--- config.mk ---
export PLATFORM = sky130hd
export DESIGN_NAME = multicycle_ctrl
export DESIGN_NICKNAME = d
export VERILOG_FILES = /design/src/rtl/multicycle_ctrl.sv
export SDC_FILE = /design/constraint.sdc
export NUM_CORES = 1
export LEC_CHECK = 0
export CELL_PAD_IN_SITES_DETAIL_PLACEMENT = 0
export CELL_PAD_IN_SITES_GLOBAL_PLACEMENT = 1
export CORE_MARGIN = 4
export CORE_UTILIZATION = 24
export CTS_CLUSTER_SIZE = 40
export DETAILED_ROUTE_END_ITERATION = 8
export PLACE_DENSITY = 0.57
export SLEW_MARGIN = 20
export SYNTH_ARGS = -nofsm -noshare
export SYNTH_HDL_FRONTEND = slang
export SYNTH_SLANG_ARGS = --single-unit
--- constraint.sdc ---
create_clock -name clk -period 6.23 [get_ports clk]
set_input_delay 0.9345 -clock clk [delete_from_list [all_inputs] [get_ports clk]]
set_output_delay 0.9345 -clock clk [all_outputs]
set_load 0.005 [all_outputs]
--- src/rtl/multicycle_ctrl.sv ---
`default_nettype none
// ============================================================================
// Module   : multicycle_ctrl
// Purpose  : Multicycle FETCH/DECODE/EXEC/MEM/WB control FSM driving the
//            datapath over one handshaked instruction/data memory port.
//            Define MCTRL_BYTE_OPS_EN to enable the LB/SB byte operations.
// Revision : 1.0 - initial release
// ============================================================================
module multicycle_ctrl #(
    parameter int OPCODE_W = 4,
    parameter int ALUOP_W  = 3,
    parameter int CNT_W    = 16
) (
    input  logic                clk,
    input  logic                reset,
    input  logic [OPCODE_W-1:0] opcode,
    input  logic                mem_ready,
    output logic                mem_req,
    output logic                mem_we,
    output logic                word_en,
    output logic                ld_en,
    output logic                ir_write,
    output logic                pc_inc,
    output logic                pc_write,
    output logic                reg_write,
    output logic                reg_dst,
    output logic                memtoreg,
    output logic                alusrc_a,
    output logic                branch,
    output logic                jump,
    output logic [1:0]          alusrc_b,
    output logic [ALUOP_W-1:0]  aluop,
    output logic                halted,
    output logic                illegal,
    output logic [CNT_W-1:0]    retired,
    output logic [2:0]          state
);

    localparam logic [2:0] c_ST_FETCH  = 3'd0;
    localparam logic [2:0] c_ST_DECODE = 3'd1;
    localparam logic [2:0] c_ST_EXEC   = 3'd2;
    localparam logic [2:0] c_ST_MEM    = 3'd3;
    localparam logic [2:0] c_ST_WB     = 3'd4;
    localparam logic [2:0] c_ST_HALTED = 3'd5;

    localparam logic [3:0] c_OP_SUB  = 4'h1;
    localparam logic [3:0] c_OP_LB   = 4'h3;
    localparam logic [3:0] c_OP_SB   = 4'h4;
    localparam logic [3:0] c_OP_BNE  = 4'h7;
    localparam logic [3:0] c_OP_HALT = 4'h9;

    localparam logic [ALUOP_W-1:0] c_ALU_MEM = ALUOP_W'(3'b000);
    localparam logic [ALUOP_W-1:0] c_ALU_ADD = ALUOP_W'(3'b010);
    localparam logic [ALUOP_W-1:0] c_ALU_SUB = ALUOP_W'(3'b011);
    localparam logic [ALUOP_W-1:0] c_ALU_J   = ALUOP_W'(3'b100);
    localparam logic [ALUOP_W-1:0] c_ALU_BEQ = ALUOP_W'(3'b110);
    localparam logic [ALUOP_W-1:0] c_ALU_BNE = ALUOP_W'(3'b111);

    function automatic logic f_legal(input logic [3:0] code);
        logic v_ok;
        v_ok = 1'b0;
        case (code)
            4'h0, 4'h1, 4'h2, 4'h5, 4'h6, 4'h7, 4'h8, 4'h9: v_ok = 1'b1;
`ifdef MCTRL_BYTE_OPS_EN
            4'h3, 4'h4: v_ok = 1'b1;
`endif
            default: v_ok = 1'b0;
        endcase
        return v_ok;
    endfunction

    logic [2:0]          r_state;
    logic [2:0]          w_next;
    logic [OPCODE_W-1:0] r_op_q;
    logic [CNT_W-1:0]    r_retired;
    logic                r_illegal;
    logic                r_halted;
    logic                w_retire;
    logic                w_set_ill;
    logic                w_set_halt;

    logic       w_in_legal;
    logic [3:0] w_in_code;
    logic [3:0] w_q_code;
    logic       w_is_r;
    logic       w_is_load;
    logic       w_is_store;
    logic       w_is_br;
    logic       w_is_j;

    assign w_in_code  = opcode[3:0];
    // Any set bit above the 4-bit opcode field makes the instruction illegal
    assign w_in_legal = ((opcode >> 4) == '0) && f_legal(w_in_code);

    // Only legal opcodes ever reach EXEC/MEM/WB, so the low nibble is enough
    assign w_q_code   = r_op_q[3:0];
    assign w_is_r     = (w_q_code == 4'h0) || (w_q_code == 4'h1);
    assign w_is_load  = (w_q_code == 4'h2) || (w_q_code == 4'h3);
    assign w_is_store = (w_q_code == 4'h4) || (w_q_code == 4'h5);
    assign w_is_br    = (w_q_code == 4'h6) || (w_q_code == 4'h7);
    assign w_is_j     = (w_q_code == 4'h8);

    always_ff @(posedge clk) begin
        if (reset) begin
            r_state <= c_ST_FETCH;
        end else begin
            r_state <= w_next;
        end
    end

    always_comb begin
        w_next     = r_state;
        w_retire   = 1'b0;
        w_set_ill  = 1'b0;
        w_set_halt = 1'b0;
        case (r_state)
            c_ST_FETCH: begin
                if (mem_ready) w_next = c_ST_DECODE;
            end
            c_ST_DECODE: begin
                if (!w_in_legal) begin
                    w_set_ill = 1'b1;
                    w_next    = c_ST_FETCH;
                end else if (w_in_code == c_OP_HALT) begin
                    w_retire   = 1'b1;
                    w_set_halt = 1'b1;
                    w_next     = c_ST_HALTED;
                end else begin
                    w_next = c_ST_EXEC;
                end
            end
            c_ST_EXEC: begin
                if (w_is_r) begin
                    w_next = c_ST_WB;
                end else if (w_is_load || w_is_store) begin
                    w_next = c_ST_MEM;
                end else begin
                    w_retire = 1'b1;
                    w_next   = c_ST_FETCH;
                end
            end
            c_ST_MEM: begin
                if (mem_ready) begin
                    if (w_is_load) begin
                        w_next = c_ST_WB;
                    end else begin
                        w_retire = 1'b1;
                        w_next   = c_ST_FETCH;
                    end
                end
            end
            c_ST_WB: begin
                w_retire = 1'b1;
                w_next   = c_ST_FETCH;
            end
            c_ST_HALTED: w_next = c_ST_HALTED;
            default:     w_next = c_ST_FETCH;
        endcase
    end

    always_ff @(posedge clk) begin
        if (reset) begin
            r_op_q    <= '0;
            r_retired <= '0;
            r_illegal <= 1'b0;
            r_halted  <= 1'b0;
        end else begin
            if (r_state == c_ST_DECODE) r_op_q <= opcode;
            if (w_retire)   r_retired <= r_retired + 1'b1;
            if (w_set_ill)  r_illegal <= 1'b1;
            if (w_set_halt) r_halted  <= 1'b1;
        end
    end

    // Reset forces every output to its idle value, even before the state register settles
    always_comb begin
        mem_req   = 1'b0;
        mem_we    = 1'b0;
        word_en   = 1'b1;
        ld_en     = 1'b1;
        ir_write  = 1'b0;
        pc_inc    = 1'b0;
        pc_write  = 1'b0;
        reg_write = 1'b0;
        reg_dst   = 1'b0;
        memtoreg  = 1'b0;
        alusrc_a  = 1'b0;
        branch    = 1'b0;
        jump      = 1'b0;
        alusrc_b  = 2'b00;
        aluop     = '0;
        if (!reset) begin
            case (r_state)
                c_ST_FETCH: begin
                    mem_req = 1'b1;
                    if (mem_ready) begin
                        ir_write = 1'b1;
                        pc_inc   = 1'b1;
                    end
                end
                c_ST_EXEC: begin
                    if (w_is_r) begin
                        aluop = (w_q_code == c_OP_SUB) ? c_ALU_SUB : c_ALU_ADD;
                    end else if (w_is_load || w_is_store) begin
                        alusrc_b = 2'b11;
                        aluop    = c_ALU_MEM;
                    end else if (w_is_br) begin
                        branch = 1'b1;
                        aluop  = (w_q_code == c_OP_BNE) ? c_ALU_BNE : c_ALU_BEQ;
                    end else if (w_is_j) begin
                        alusrc_a = 1'b1;
                        alusrc_b = 2'b01;
                        jump     = 1'b1;
                        pc_write = 1'b1;
                        aluop    = c_ALU_J;
                    end
                end
                c_ST_MEM: begin
                    mem_req = 1'b1;
                    mem_we  = w_is_store;
`ifdef MCTRL_BYTE_OPS_EN
                    word_en = (w_q_code != c_OP_SB);
                    ld_en   = (w_q_code != c_OP_LB);
`endif
                end
                c_ST_WB: begin
                    reg_write = 1'b1;
                    if (w_is_r) begin
                        reg_dst = 1'b1;
                    end else begin
                        memtoreg = 1'b1;
`ifdef MCTRL_BYTE_OPS_EN
                        ld_en    = (w_q_code != c_OP_LB);
`endif
                    end
                end
                default: begin
                end
            endcase
        end
    end

    assign halted  = reset ? 1'b0 : r_halted;
    assign illegal = reset ? 1'b0 : r_illegal;
    assign retired = reset ? '0   : r_retired;
    assign state   = reset ? c_ST_FETCH : r_state;

endmodule
`default_nettype wire

==> results.json, run 1 <==
{
  "die_y_um": 91.4,
  "synth_top_area_cell": "dfxtp_1",
  "synth_top_cell_area_share_pct": 30.0,
  "crit_arrival_ns": 2.88,
  "fillers": 749,
  "drtAntennaViolNets": 0,
  "cts_made_buffers": 3,
  "cp-start-kind": "primary input",
  "htreeDepth": 1,
  "setup_viol": 0,
  "rsz0062_at_grt": "no",
  "synth_cell_types": 46,
  "cp.buffers_inverters": 2,
  "avgSynthCellArea_um2": 7.99,
  "drtIter0Drc": 37,
  "layout_common_cells": "clkdlybuf4s50_1, dfxtp_1, nor2b_1",
  "die-area_um2": 8350,
  "synthToLayoutAreaGrowth_pct": 28.2,
  "ys_ff_latch": 25,
  "antenna_cells": 0,
  "slowest_stage": "nor4b_1",
  "fin_hold_ws_ns": 0.475,
  "ys.warnings.count": 0,
  "hold_violations": 0,
  "route.detailed.vias_per_inst": 4.76,
  "maxSlewHeadroom_pct": 45.3,
  "layout_min_cycle_time_ns": 3.82,
  "pre_cts_ws_ns": 2.37,
  "start_util_pct": 24.7,
  "finalWirelength_um": 4300,
  "path_clk_slew_ns": 0.09,
  "fin_area_um2": 2140,
  "synthTopCellsByArea": "dfxtp_1, nor2b_1, mux2_2, nor2_1, a21oi_1",
  "final_util_pct": 31.7,
  "grt.overflow.total": 0,
  "p_sw_share_pct": 28.1,
  "outcome": "complete, no violations",
  "core-area_um2": 6760,
  "critical_path.endpoint_type": "output pin",
  "num_rows": 30,
  "die_w_um": 91.4,
  "multiInputGateArea_um2": 1050,
  "tritoncts": "done",
  "fin_setup_tns_ns": 0,
  "layout_setup_ws_ns": 2.41,
  "crit_type": "primary input to output pin",
  "fin_skew_ns": 0.00600,
  "seqPwrFrac_pct": 53.6,
  "regArea_um2": 500,
  "antenna_found_initial": 0,
  "p_int_mw": 0.235,
  "placedCellCount": 314,
  "async_flop_share_pct": 0,
  "cp_cell_sequence": "buf_2, nor4b_1, nor3b_1, or2_2, clkdlybuf4s50_1",
  "wl_per_cell_um": 13.5,
  "worstSkewPairLatency_ns": 0.27,
  "syn_area_um2": 1670,
  "cts_hold_buf": 0,
  "power.switching_mw": 0.0918,
  "combPwrFrac_pct": 16.3,
  "critPathMaxStageDelay_ns": 0.59,
  "timing.fmax_ghz": 0.262,
  "first_pass_iters": 4,
  "final_cells": 318,
  "cts_root_buffer": "clkbuf_8",
  "hpwl_um": 3040,
  "grt_usage_pct": 10.3,
  "synthCells": 209,
  "drc": 0,
  "required_ns": 5.30,
  "tightest_slew_ns": 0.821,
  "synth-seq-area-share_pct": 30.0,
  "drive_gt1_share_pct": 8.82,
  "port_buffers": 43,
  "power.static_leakage_nw": 0.755,
  "post_cts_buffers": 0,
  "nNetsFinal": 247,
  "cts_sinks": 25,
  "p_clk_share_pct": 30.1,
  "gp_congestion": 0.701,
  "clk_path_buf_depth": 2,
  "fin_crit_sh_pct": 61.3,
  "num_vias": 1515,
  "placed_cell_area_um2": 2090,
  "cp_top_family": "simple AND/OR/NAND/NOR gates",
  "slew_violations": 0,
  "critical_path.max_fanout": 48,
  "io_pins": 46,
  "grt_pass1_vias": 1436,
  "synth_flop_cell": "dfxtp_1",
  "cts_resized": 0,
  "min_path_type": "flip-flop to flip-flop",
  "grt_max_degree": 49,
  "power_mw": 0.327,
  "ir_drop_mv": 0.0612,
  "cap_violations": 0,
  "grt_pass1_wl_um": 7220,
  "mostFrequentLayoutCell": "clkdlybuf4s50_1",
  "synth-edff-count": 0,
  "p_per_area_nw_per_um2": 153
}
==> cell families (layout without fill, tap and decap cells) <==
kind of cell	after synthesis	count (layout)	synth area share [%]
AND/OR/NAND/NOR	106	106	34.0
other	1	2	0.225
multiplexers	15	15	10.3
adder cells (fa/ha/maj)	1	1	0.750
AO/OA/AOI/OAI	37	37	17.2
buffers and inverters	23	51	7.12
XOR/XNOR	1	1	0.525
flip-flops	25	25	30.0
==> layer usage <==
metal,track usage [%],wire length [µm]
met5,0,0
met4,2.26,38
met3,2.49,188
met2,16.0,1920
met1,14.5,2150
==> cell type report <==
type                            count  area share [%]
Tap cell                           80            4.68
Multi-Input combinational cell    162            49.2
Inverter                            4           0.702
Sequential cell                    25            23.4
Timing Repair Buffer               43            19.9
Clock buffer                        4            2.11
==> tightest hold or removal path: stages (launching register included) <==
cell and delay [ns]:
dfxtp_1 0.33, a21oi_1 0.04, nor2_1 0.07
==> power by group through the flow <==
stage	clock network, mW	logic [mW]	registers (mW)
floorplan	0	0.0435	0.171
global placement	0	0.0544	0.180
detailed placement	0	0.0542	0.179
CTS	0.107	0.0543	0.176
global route	0.111	0.0604	0.177
finish	0.0985	0.0532	0.175
==> flip-flops by register name (all words and copies together), names as in the netlist <==
name       flops
r_retired     16
r_op_q         4
r_halted       1
r_illegal      1
r_state        3
==> synthesized netlist by cell type (2+ instances only) <==
cell / n
buf_2: 2
nor3b_1: 3
mux2_2: 9
nand2b_1: 2
nand4_1: 4
buf_4: 6
dfxtp_1: 25
nor2_1: 23
o21ai_0: 6
nand3_1: 7
and3_1: 4
a211oi_1: 2
nor4b_1: 3
mux2_1: 4
nor3_1: 6
nand2_1: 20
inv_1: 4
and2_1: 2
nor2b_1: 24
clkbuf_1: 10
a21oi_1: 16
a211oi_2: 2
a2111oi_4: 2
==> path summary, 6_finish.rpt <==
check / startpoint / endpoint / slack (ns) / depth (start not counted)
worst max-delay path: reset / alusrc_b[0] / 2.41 / 5
worst min-delay path: r_illegal / r_illegal / 0.47 / 2
worst max register to register: r_state[0] / r_retired[15] / 3.85 / 4
worst min register to register: r_illegal / r_illegal / 0.47 / 2
Power figures use the tool's default switching activity.
==> inputs of run 2 (changes only) <==
- PLACE_DENSITY: 0.57 -> 0.59
- clock period: 6.23 -> 3.4 ns (I/O delays scaled with it)
==> results.json, run 2 (synthesis results as in run 1) <==
{
  "outcome": "complete, no violations",
  "largest_reg_flops": 16,
  "final_util_pct": 31.9,
  "post_cts_buffers": 0,
  "layout_setup_ws_ns": 0.547,
  "drtAntennaViolNets": 0,
  "p_clk_share_pct": 29.8,
  "finalWirelength_um": 4480,
  "reg_top3": "r_retired x16, r_op_q x4, r_state x3",
  "gp_congestion": 0.735,
  "cts_resized": 0,
  "r2r-start": "r_state[0]",
  "p_per_area_nw_per_um2": 279,
  "nNetsFinal": 249,
  "crit_type": "flip-flop to output pin",
  "die_y_um": 91.4,
  "layout_min_cycle_time_ns": 2.85,
  "tightest_slew_ns": 0.744,
  "grt_usage_pct": 11.0,
  "drc": 0,
  "cts_root_buffer": "clkbuf_8",
  "fillers": 734,
  "cts_sinks": 25,
  "slew_violations": 0,
  "fin_crit_sh_pct": 83.9,
  "multiInputGateArea_um2": 1050,
  "cap_violations": 0,
  "crit_start": "r_state[0]",
  "ir_drop_mv": 0.157,
  "antenna_cells": 0,
  "port_buffers": 43,
  "core-area_um2": 6760,
  "setup_viol": 0,
  "grt.overflow.total": 0,
  "placedCellCount": 316,
  "required_ns": 2.89,
  "worstHoldStart": "r_halted",
  "htreeDepth": 1,
  "path_clk_slew_ns": 0.09,
  "critical_path.endpoint_type": "output pin",
  "antenna_found_initial": 0,
  "seqPwrFrac_pct": 53.2,
  "num_rows": 30,
  "tritoncts": "done",
  "worstSkewPairLatency_ns": 0.27,
  "combPwrFrac_pct": 16.9,
  "fin_setup_tns_ns": 0,
  "fin_skew_ns": 0.00174,
  "first_pass_iters": 4,
  "die_w_um": 91.4,
  "power.switching_mw": 0.170,
  "power.static_leakage_nw": 0.765,
  "grt_pass1_vias": 1550,
  "die-area_um2": 8350,
  "io_pins": 46,
  "crit_arrival_ns": 2.34,
  "mostFrequentLayoutCell": "clkdlybuf4s50_1",
  "cts_made_buffers": 3,
  "hold_violations": 0,
  "drtIter0Drc": 59,
  "drive_gt1_share_pct": 9.58,
  "top_register": "r_retired",
  "rsz0062_at_grt": "no",
  "pre_cts_ws_ns": 0.793,
  "timing.fmax_ghz": 0.350,
  "maxSlewHeadroom_pct": 50.4,
  "layout_common_cells": "clkdlybuf4s50_1, dfxtp_1, nor2b_1",
  "hpwl_um": 3200,
  "min_path_type": "flip-flop to flip-flop",
  "p_sw_share_pct": 28.2,
  "final_cells": 320,
  "wl_per_cell_um": 14.0,
  "synthToLayoutAreaGrowth_pct": 29.1,
  "grt_pass1_wl_um": 7610,
  "p_int_mw": 0.433,
  "power_mw": 0.602,
  "cp-start-kind": "flip-flop",
  "route.detailed.vias_per_inst": 4.87,
  "num_vias": 1557,
  "grt_max_degree": 48,
  "critical_path.max_fanout": 17,
  "cts_hold_buf": 0,
  "clk_path_buf_depth": 2,
  "regArea_um2": 500,
  "start_util_pct": 24.7
}
[run 2: layer usage]
layer	track usage (%)	part of all wire, %	up-vias	routed length (µm)
li1	-	-	790	-
met1	14.5	47	724	2120
met2	18.0	47	39	2090
met3	3.07	5.1	4	230
met4	2.26	0.85	0	38
met5	0	0	-	0
[run 2: final cells by class]
class | count | area share (%)
clock buffers | 4 | 2.09
well taps | 80 | 4.65
flip-flops and latches | 25 | 23.2
inverters | 4 | 0.697
multi-input cells | 162 | 48.9
repair buffers | 45 | 20.4
[run 2: power by group through the flow]
| stage | combinational, mW | sequential [mW] | clock (mW) |
|---|---|---|---|
| finish | 0.102 | 0.320 | 0.180 |
| CTS | 0.104 | 0.321 | 0.193 |
| global route | 0.115 | 0.323 | 0.202 |
| detailed placement | 0.104 | 0.327 | 0 |
| floorplan | 0.0798 | 0.314 | 0 |
| global placement | 0.102 | 0.327 | 0 |
[run 2: final timing paths]
check,to,slack (ns),depth (start not counted)
worst min-delay path,r_halted,0.47,2
worst min register to register,r_halted,0.47,2
worst max register to register,r_retired[12],1.06,4
worst max-delay path,alusrc_b[0],0.55,4
[run 2: through the flow]
| step | instance area, µm² | hold slack [ns] |
|---|---|---|
| 2_1_floorplan | 1670 | 0.429 |
| 3_3_place_gp | 2110 | 0.445 |
| 3_5_place_dp | 2110 | 0.459 |
| 4_1_cts | 2150 | 0.481 |
| 5_1_grt | 2150 | 0.506 |
| 6_report | 2150 | 0.470 |
[run 2: worst max-delay path, stage by stage, from the launching register on]
cell,delay [ns]
dfxtp_1,0.48
nor4b_1,0.65
nor3b_1,0.31
or2_2,0.15
clkdlybuf4s50_1,0.49
==> inputs of run 3 (changes only) <==
- clock period: 3.4 -> 2.4 ns (I/O delays scaled with it)
==> results.json, run 3 (synthesis results as in run 1) <==
{
  "ir_drop_mv": 0.191,
  "hpwl_um": 3250,
  "fin_hold_ws_ns": 0.475,
  "synthToLayoutAreaGrowth_pct": 33.1,
  "drtIter0Drc": 47,
  "outcome": "complete, no violations",
  "p_int_mw": 0.626,
  "grt_pass1_wl_um": 7240,
  "port_buffers": 43,
  "fin_crit_sh_pct": 94.3,
  "antenna_found_initial": 0,
  "grt_usage_pct": 10.4,
  "fin_setup_tns_ns": 0,
  "path_clk_slew_ns": 0.09,
  "layout_setup_ws_ns": 0.138,
  "final_cells": 327,
  "power.static_leakage_nw": 0.802,
  "critical_path.endpoint_type": "output pin",
  "holdPathStages": 2,
  "htreeDepth": 1,
  "start_util_pct": 24.7,
  "cts_made_buffers": 3,
  "core-area_um2": 6760,
  "drc": 0,
  "ff2ff_path_depth": 4,
  "fillers": 744,
  "drive_gt1_share_pct": 13.8,
  "pre_cts_ws_ns": 0.165,
  "nNetsFinal": 256,
  "p_per_area_nw_per_um2": 391,
  "layout_common_cells": "clkdlybuf4s50_1, nor2b_1, nor2_1, dfxtp_1, nand2_1",
  "timing.fmax_ghz": 0.442,
  "die_y_um": 91.4,
  "slew_violations": 0,
  "cp-start-kind": "flip-flop",
  "worstSkewPairLatency_ns": 0.27,
  "rsz0062_at_grt": "no",
  "maxSlewHeadroom_pct": 52.4,
  "power.switching_mw": 0.243,
  "finalWirelength_um": 4370,
  "setup_viol": 0,
  "cts_sinks": 25,
  "grt.overflow.total": 0,
  "grt_pass1_vias": 1509,
  "io_pins": 46,
  "combPwrFrac_pct": 18.8,
  "route.detailed.vias_per_inst": 4.77,
  "crit_type": "flip-flop to output pin",
  "hold_violations": 0,
  "required_ns": 2.04,
  "critical_path.max_fanout": 7,
  "num_vias": 1560,
  "crit_arrival_ns": 1.90,
  "drtAntennaViolNets": 0,
  "p_sw_share_pct": 28.0,
  "min_path_type": "flip-flop to flip-flop",
  "reg_top3": "r_retired x16, r_op_q x4, r_state x3",
  "mostFrequentLayoutCell": "clkdlybuf4s50_1",
  "die_w_um": 91.4,
  "placedCellCount": 323,
  "regArea_um2": 503,
  "tightest_slew_ns": 0.714,
  "grt_max_degree": 33,
  "tritoncts": "done",
  "cts_root_buffer": "clkbuf_8",
  "p_clk_share_pct": 29.6,
  "multiInputGateArea_um2": 1060,
  "fin_skew_ns": 0.00321,
  "top_register": "r_retired",
  "antenna_cells": 0,
  "largest_reg_flops": 16,
  "clk_path_buf_depth": 2,
  "wl_per_cell_um": 13.4,
  "gp_congestion": 0.750,
  "layout_min_cycle_time_ns": 2.26,
  "seqPwrFrac_pct": 51.7,
  "power_mw": 0.869,
  "first_pass_iters": 4,
  "die-area_um2": 8350,
  "num_rows": 30,
  "cap_violations": 0,
  "post_cts_buffers": 0
}
==> run 3: timing repair <==
item,4_1_cts,5_1_grt
gates resized for setup,1,3
endpoints found under the setup margin,1,4
hold buffers,0,0
==> run 3: final cells by class <==
| cell class | instances | share of cell area [%] |
|---|---|---|
| clock buffers | 4 | 2.03 |
| flip-flops and latches | 25 | 22.6 |
| multi-input cells | 162 | 47.9 |
| well taps | 80 | 4.51 |
| repair buffers | 52 | 22.2 |
| inverters | 4 | 0.676 |
==> run 3: per-stage QoR <==
step	area (µm²)	util, %
after floorplan	1670	-
after global placement	2160	32.0
after detailed placement	2160	32.0
after CTS	2210	32.8
after global routing	2220	32.9
final	2220	32.9
==> run 3: power groups by stage <==
| stage | sequential, mW | clock [mW] | combinational (mW) |
|---|---|---|---|
| after floorplan | 0.444 | 0 | 0.113 |
| after global placement | 0.458 | 0 | 0.165 |
| after detailed placement | 0.458 | 0 | 0.164 |
| after CTS | 0.449 | 0.274 | 0.165 |
| after global routing | 0.453 | 0.289 | 0.184 |
| final | 0.449 | 0.257 | 0.163 |
==> run 3: metal layers <==
| metal | vias to the layer above | GRT usage [%] | routed length [µm] |
|---|---|---|---|
| li1 | 799 | - | - |
| met1 | 716 | 13.7 | 2120 |
| met2 | 43 | 17.2 | 2010 |
| met3 | 2 | 2.65 | 218 |
| met4 | 0 | 1.88 | 23 |
| met5 | - | 0 | 0 |
==> run 3: path summary, 6_finish.rpt <==
path                        end        from  slack (ns)
setup reg to reg  r_retired[15]  r_state[2]        0.24
hold reg to reg       r_illegal   r_illegal        0.47
setup / recovery       aluop[0]  r_state[2]        0.14
hold / removal        r_illegal   r_illegal        0.47
==> run 3: worst max-delay path: stages, from the launching register on <==
cell and delay [ns]:
dfxtp_1 0.38, nor4b_2 0.26, buf_4 0.16, nand3_1 0.11
nand2_1 0.11, and2_1 0.12, clkdlybuf4s50_1 0.49
